--- src/rtl/seq_detect_param.sv ---
// Serial pattern detector with run-time programmable pattern, length and overlap mode.
// One-cycle latency from the accepted key_p to match_p/led/match_count; no backpressure, it samples only on key_p.
module seq_detect_param #(
    parameter int PAT_W = 8,
    parameter int LEN_W = 4,
    parameter int CNT_W = 8
) (
    input  logic             clk,
    input  logic             rst_n,
    input  logic             key_p,
    input  logic             sw,
    input  logic             cfg_load,
    input  logic [PAT_W-1:0] cfg_pattern,
    input  logic [LEN_W-1:0] cfg_len,
    input  logic             cfg_overlap,
    output logic             led,
    output logic             match_p,
    output logic [CNT_W-1:0] match_count,
    output logic [LEN_W-1:0] state_count
);

    localparam logic [LEN_W-1:0] LEN_MAX = LEN_W'(PAT_W);

    logic [PAT_W-1:0] hist;
    logic [PAT_W-1:0] hist_nxt;
    logic [PAT_W-1:0] pat_q;
    logic [PAT_W-1:0] mask;
    logic [LEN_W-1:0] len_q;
    logic [LEN_W-1:0] len_in;
    logic [LEN_W-1:0] depth;
    logic [LEN_W-1:0] depth_inc;
    logic             ov_q;
    logic             hit;

    // Out-of-range lengths (including 0) select the full register width.
    always_comb begin
        len_in = cfg_len;
        if (cfg_len == '0 || cfg_len > LEN_MAX) begin
            len_in = LEN_MAX;
        end
    end

    always_comb begin
        mask = '0;
        for (int i = 0; i < PAT_W; i++) begin
            mask[i] = (LEN_W'(i) < len_q);
        end
    end

    // depth is the pre-sample count, so widen by one bit to keep depth+1 exact.
    always_comb begin
        hist_nxt  = {hist[PAT_W-2:0], sw};
        depth_inc = (depth < len_q) ? depth + LEN_W'(1) : len_q;
        hit       = (({1'b0, depth} + {{LEN_W{1'b0}}, 1'b1}) >= {1'b0, len_q}) &&
                    ((hist_nxt & mask) == (pat_q & mask));
    end

    always_ff @(posedge clk or negedge rst_n) begin
        if (!rst_n) begin
            hist        <= '0;
            depth       <= '0;
            pat_q       <= '0;
            len_q       <= LEN_W'(1);
            ov_q        <= 1'b1;
            led         <= 1'b0;
            match_p     <= 1'b0;
            match_count <= '0;
        end else begin
            match_p <= 1'b0;
            if (cfg_load) begin
                pat_q       <= cfg_pattern;
                len_q       <= len_in;
                ov_q        <= cfg_overlap;
                hist        <= '0;
                depth       <= '0;
                match_count <= '0;
                led         <= 1'b0;
            end else if (key_p) begin
                hist <= hist_nxt;
                if (hit) begin
                    match_p <= 1'b1;
                    led     <= 1'b1;
                    if (match_count != '1) begin
                        match_count <= match_count + CNT_W'(1);
                    end
                    depth <= ov_q ? depth_inc : '0;
                end else begin
                    led   <= 1'b0;
                    depth <= depth_inc;
                end
            end
        end
    end

    assign state_count = depth;

endmodule
--- config.mk ---
export PLATFORM = sky130hd
export DESIGN_NAME = seq_detect_param
export DESIGN_NICKNAME = d
export VERILOG_FILES = /design/src/rtl/seq_detect_param.sv
export SDC_FILE = /design/constraint.sdc
export NUM_CORES = 1
export LEC_CHECK = 0
export CAP_MARGIN = 15
export CORE_UTILIZATION = 45
export CTS_BUF_LIST = sky130_fd_sc_hd__clkbuf_8
export DETAILED_ROUTE_END_ITERATION = 8
export PLACE_DENSITY_LB_ADDON = 0.25
export SLEW_MARGIN = 20
export SYNTH_ARGS = -nofsm -noshare
export SYNTH_HDL_FRONTEND = slang
export SYNTH_SLANG_ARGS = --single-unit
export TNS_END_PERCENT = 30
--- constraint.sdc ---
create_clock -name clk -period 6.2 [get_ports clk]
set_input_delay 1.24 -clock clk [delete_from_list [all_inputs] [get_ports clk]]
set_output_delay 1.24 -clock clk [all_outputs]
set_load 0.03 [all_outputs]
==> impl_results.html <==
<table>
<tr><th>Metric</th><th>Value</th></tr>
<tr><th colspan="2">Run status</th></tr>
<tr><td>Status</td><td>finished, final reports clean</td></tr>
<tr><th colspan="2">Yosys</th></tr>
<tr><td>Post-Synthesis Cells</td><td>177</td></tr>
<tr><td>Syn avg cell area</td><td>10.8 um^2</td></tr>
<tr><td>Number of synthesized register bits</td><td>34</td></tr>
<tr><td>Cell area after synthesis</td><td>1920 um^2</td></tr>
<tr><td>Net Count, Synth</td><td>205</td></tr>
<tr><td>Yosys warning total</td><td>0</td></tr>
<tr><td>Number of unique standard cell types used by synthesis</td><td>46</td></tr>
<tr><td>Post-synth top flop</td><td>dfrtp_1</td></tr>
<tr><td>Number of synthesized flops with an enable pin</td><td>0</td></tr>
<tr><td>Post-synthesis sequential area ratio</td><td>44.5%</td></tr>
<tr><td>Async set-or-reset flop fraction in the synthesized netlist</td><td>100%</td></tr>
<tr><th colspan="2">Power</th></tr>
<tr><td>Overall power</td><td>0.536 mW</td></tr>
<tr><td>Leakage power</td><td>1.04 nW</td></tr>
<tr><td>Flop pwr share</td><td>46.7%</td></tr>
<tr><td>Switching Share</td><td>28.9%</td></tr>
<tr><td>Switching Power</td><td>0.155 mW</td></tr>
<tr><td>Portion of total power attributed to combinational logic</td><td>21.1%</td></tr>
<tr><td>Power density cells</td><td>226 nW/um^2</td></tr>
<tr><td>VDD IR-drop max</td><td>0.130 mV</td></tr>
<tr><td>Clock network fraction of total power</td><td>32.3%</td></tr>
<tr><td>Internal cell power</td><td>0.381 mW</td></tr>
<tr><th colspan="2">Timing</th></tr>
<tr><td>Clock period minus final worst setup slack</td><td>3.34 ns</td></tr>
<tr><td>Final worst-path cycle share</td><td>53.9%</td></tr>
<tr><td>Final-layout setup total negative slack</td><td>0 ns</td></tr>
<tr><td>Worst Tran Pin Value</td><td>0.891 ns</td></tr>
<tr><td>Number of setup violations in the final report</td><td>0</td></tr>
<tr><td>Hold Violations, Final</td><td>0</td></tr>
<tr><td>Clk_skew</td><td>0.00591 ns</td></tr>
<tr><td>Final Max Slew Viols</td><td>0</td></tr>
<tr><td>Unrepaired setup endpoints after global routing</td><td>no</td></tr>
<tr><td>Remaining max-slew budget at the tightest pin</td><td>40.6%</td></tr>
<tr><td>Highest attainable clock frequency</td><td>0.299 GHz</td></tr>
<tr><th colspan="2">CTS</th></tr>
<tr><td>TritonCTS Buffers</td><td>5</td></tr>
<tr><td>Setup Buffers After CTS</td><td>0</td></tr>
<tr><td>Clock tree from TritonCTS</td><td>built</td></tr>
<tr><td>Insertion delay to the later sink of the worst-skew pair</td><td>0.29 ns</td></tr>
<tr><td>Number of buffers inserted for hold repair after clock tree synthesis</td><td>0</td></tr>
<tr><td>Clock Tree Root</td><td>clkbuf_8</td></tr>
<tr><td>CTS clock-pin slew for the worst setup and hold paths</td><td>0.07 ns</td></tr>
<tr><td>Clock sink total</td><td>34</td></tr>
<tr><td>Number of cells upsized or downsized after cts</td><td>0</td></tr>
<tr><td>Total number of H-tree levels</td><td>2</td></tr>
<tr><td>Number of buffers on the longest clock path</td><td>2</td></tr>
<tr><th colspan="2">GRT</th></tr>
<tr><td>Largest net degree at the start of global routing</td><td>39</td></tr>
<tr><td>Overflow after GRT</td><td>0</td></tr>
<tr><td>Wire length of the first global-routing pass</td><td>6720 um</td></tr>
<tr><td>GRT met1 Usage</td><td>24.3%</td></tr>
<tr><td>M3 GR Usage</td><td>4.05%</td></tr>
<tr><td>Via count of the first global-routing pass</td><td>1,472</td></tr>
<tr><td>Met2 GRT Util</td><td>34.0%</td></tr>
<tr><td>Busiest metal layer after global routing</td><td>met2</td></tr>
<tr><td>GRT Total Usage</td><td>20.2%</td></tr>
<tr><td>Initial antenna violation count</td><td>0</td></tr>
<tr><th colspan="2">Setup path</th></tr>
<tr><td>Critical Path Source Type</td><td>primary input</td></tr>
<tr><td>Buffer and inverter count on the worst path</td><td>1</td></tr>
<tr><td>Worst reg-to-reg setup slack</td><td>3.38 ns</td></tr>
<tr><td>Library cell contributing the largest single delay on the critical path</td><td>o2111ai_1</td></tr>
<tr><td>Worst Path Max Fanout</td><td>13</td></tr>
<tr><td>Critical setup path kind</td><td>in2reg</td></tr>
<tr><td>Capturing element type of the critical path</td><td>register</td></tr>
<tr><td>Critical path's largest stage delay</td><td>0.51 ns</td></tr>
<tr><td>WP data arrival</td><td>3.51 ns</td></tr>
<tr><td>Data required time of the critical path</td><td>6.37 ns</td></tr>
<tr><td>Cell Chain, Critical Path</td><td>clkdlybuf4s50_1, xor2_1, a222oi_1, o2111ai_1, nor4_1, mux2_2</td></tr>
<tr><td>Largest delay contributor family on the critical path</td><td>compound AO/OA/AOI/OAI gates</td></tr>
<tr><th colspan="2">Floorplan</th></tr>
<tr><td>Initial cell density of the core</td><td>47.3%</td></tr>
<tr><td>I/O Pins</td><td>32</td></tr>
<tr><td>Area inside the core boundary</td><td>4060 um^2</td></tr>
<tr><td>Die boundary width</td><td>67.3 um</td></tr>
<tr><td>Area enclosed by the die boundary</td><td>4530 um^2</td></tr>
<tr><td>Die Y-Extent</td><td>67.3 um</td></tr>
<tr><td>Site row count</td><td>23</td></tr>
<tr><th colspan="2">Finish</th></tr>
<tr><td>Layout Nets</td><td>238</td></tr>
<tr><td>Total inserted antenna cells</td><td>0</td></tr>
<tr><td>Relative area change from synthesis to final layout</td><td>23.3%</td></tr>
<tr><td>Share of final-layout standard cells stronger than drive strength 1</td><td>17.5%</td></tr>
<tr><th colspan="2">Worst hold path</th></tr>
<tr><td>Worst min-delay path class</td><td>reg2reg</td></tr>
<tr><th colspan="2">Routing</th></tr>
<tr><td>DR iter-0 viols</td><td>105</td></tr>
<tr><td>Post-detailed-route wirelength per cell</td><td>15.4 um</td></tr>
<tr><td>Final Routed Wirelength</td><td>4020 um</td></tr>
<tr><td>Number of routed nets with antenna violations</td><td>0</td></tr>
<tr><td>Iteration count of the initial detailed-routing pass</td><td>4</td></tr>
<tr><td>Number of remaining DRC errors</td><td>0</td></tr>
<tr><td>Via count</td><td>1,487</td></tr>
<tr><td>Via-to-Cell Ratio</td><td>5.70</td></tr>
<tr><th colspan="2">Place</th></tr>
<tr><td>GP Congestion</td><td>0.816</td></tr>
<tr><td>DPL Wire Length</td><td>2930 um</td></tr>
<tr><td>Count of input and output buffers</td><td>31</td></tr>
<tr><th colspan="2">Run</th></tr>
<tr><td>Max-cap viol count</td><td>0</td></tr>
</table>
-- through the flow --
step                utilization (%)  std cells  area [um^2]  setup WS [ns]  hold WS (ns)
CTS                            58.3        261         2370           2.84         0.538
finish                         58.3        261         2370           2.86         0.531
detailed placement             56.0        253         2270           2.54         0.521
global placement               56.0        253         2270           2.64         0.517
floorplan                         -        177         1920           3.39         0.501
global route                   58.3        261         2370           2.69         0.554
-- cells in the mapped netlist (all sizes together), types with 3 or more instances --
master  instances  share of area [%]
mux2           15                8.8
o22ai           3               0.98
ha             10                6.5
a21o            3                1.3
nand2           5               0.98
a32o            4                2.1
inv             6                1.2
nor2b           4                1.3
xor2            9                4.1
buf             4                1.2
dfrtp          32                 42
clkbuf          3               0.59
mux2i           8                4.2
nor2           12                2.3
a21oi           9                2.3
nand3           6                1.6
or3             4                1.6
o21ai           9                2.3
or4             3                1.2
-- final cells by class --
cell class / count / area, um^2
clock inverters: 2 / 12.5
flip-flops and latches: 34 / 853
well taps: 50 / 62.6
inverters: 6 / 22.5
multi-input cells: 130 / 1010
clock buffers: 6 / 82.6
fillers: 344 / 1690
repair buffers: 33 / 325
-- cell families after synthesis --
family / count (synthesis) / share of synthesized area (%)
simple gates: 47 / 13.7
mux: 23 / 13.0
fa+ha+maj: 10 / 6.52
xor+xnor: 10 / 4.56
flops: 34 / 44.5
buf+inv: 13 / 3.00
compound gates: 40 / 14.8
-- worst reg2reg max path: stages, from the launching register on --
cell       delay (ns)
dfrtp_1          0.46
ha_1             0.34
ha_1             0.27
a21bo_2          0.21
a21oi_1          0.16
o2111ai_1        0.46
nor4_1           0.44
mux2_2           0.37
-- registers in the layout (all words and copies together) (netlist names) --
| name | cells |
|---|---|
| state_count | 4 |
| match_count | 8 |
| hist | 7 |
| pat_q | 8 |
| ov_q | 1 |
| match_p | 1 |
| len_q | 4 |
| led | 1 |
-- worst paths after layout --
kind | from | to | cells past startpoint
max in group asynchronous | rst_n | len_q[0] | 2
min in group asynchronous | rst_n | state_count[2] | 2
worst max register to register | state_count[0] | match_count[5] | 7
worst min register to register | pat_q[7] | pat_q[7] | 1
worst min-delay path | pat_q[7] | pat_q[7] | 1
worst max-delay path | sw | match_count[5] | 6
-- power by group through the flow --
stage	logic (mW)	clock network (mW)	registers (mW)
final	0.113	0.173	0.250
after floorplan	0.0713	0	0.257
after global routing	0.126	0.188	0.252
after global placement	0.109	0	0.253
after CTS	0.115	0.176	0.249
after detailed placement	0.114	0	0.254
-- layer usage --
metal	part of all wire, %	wire length (um)
met1	45	1800
met2	50	1990
met3	3.6	143
met4	2.1	85
met5	0	0
-- cells in the final DEF, fill, tap and decap left out, drive strengths merged, types with 6 or more instances in the layout --
cell type and count:
clkbuf 6, inv 6, nor2 12, xor2 9, o21ai 9, a21oi 9, nand3 6, ha 10
clkdlybuf4s50 31, dfrtp 32, mux2 15, mux2i 8
Note: power is estimated with default switching activity, not from simulation.
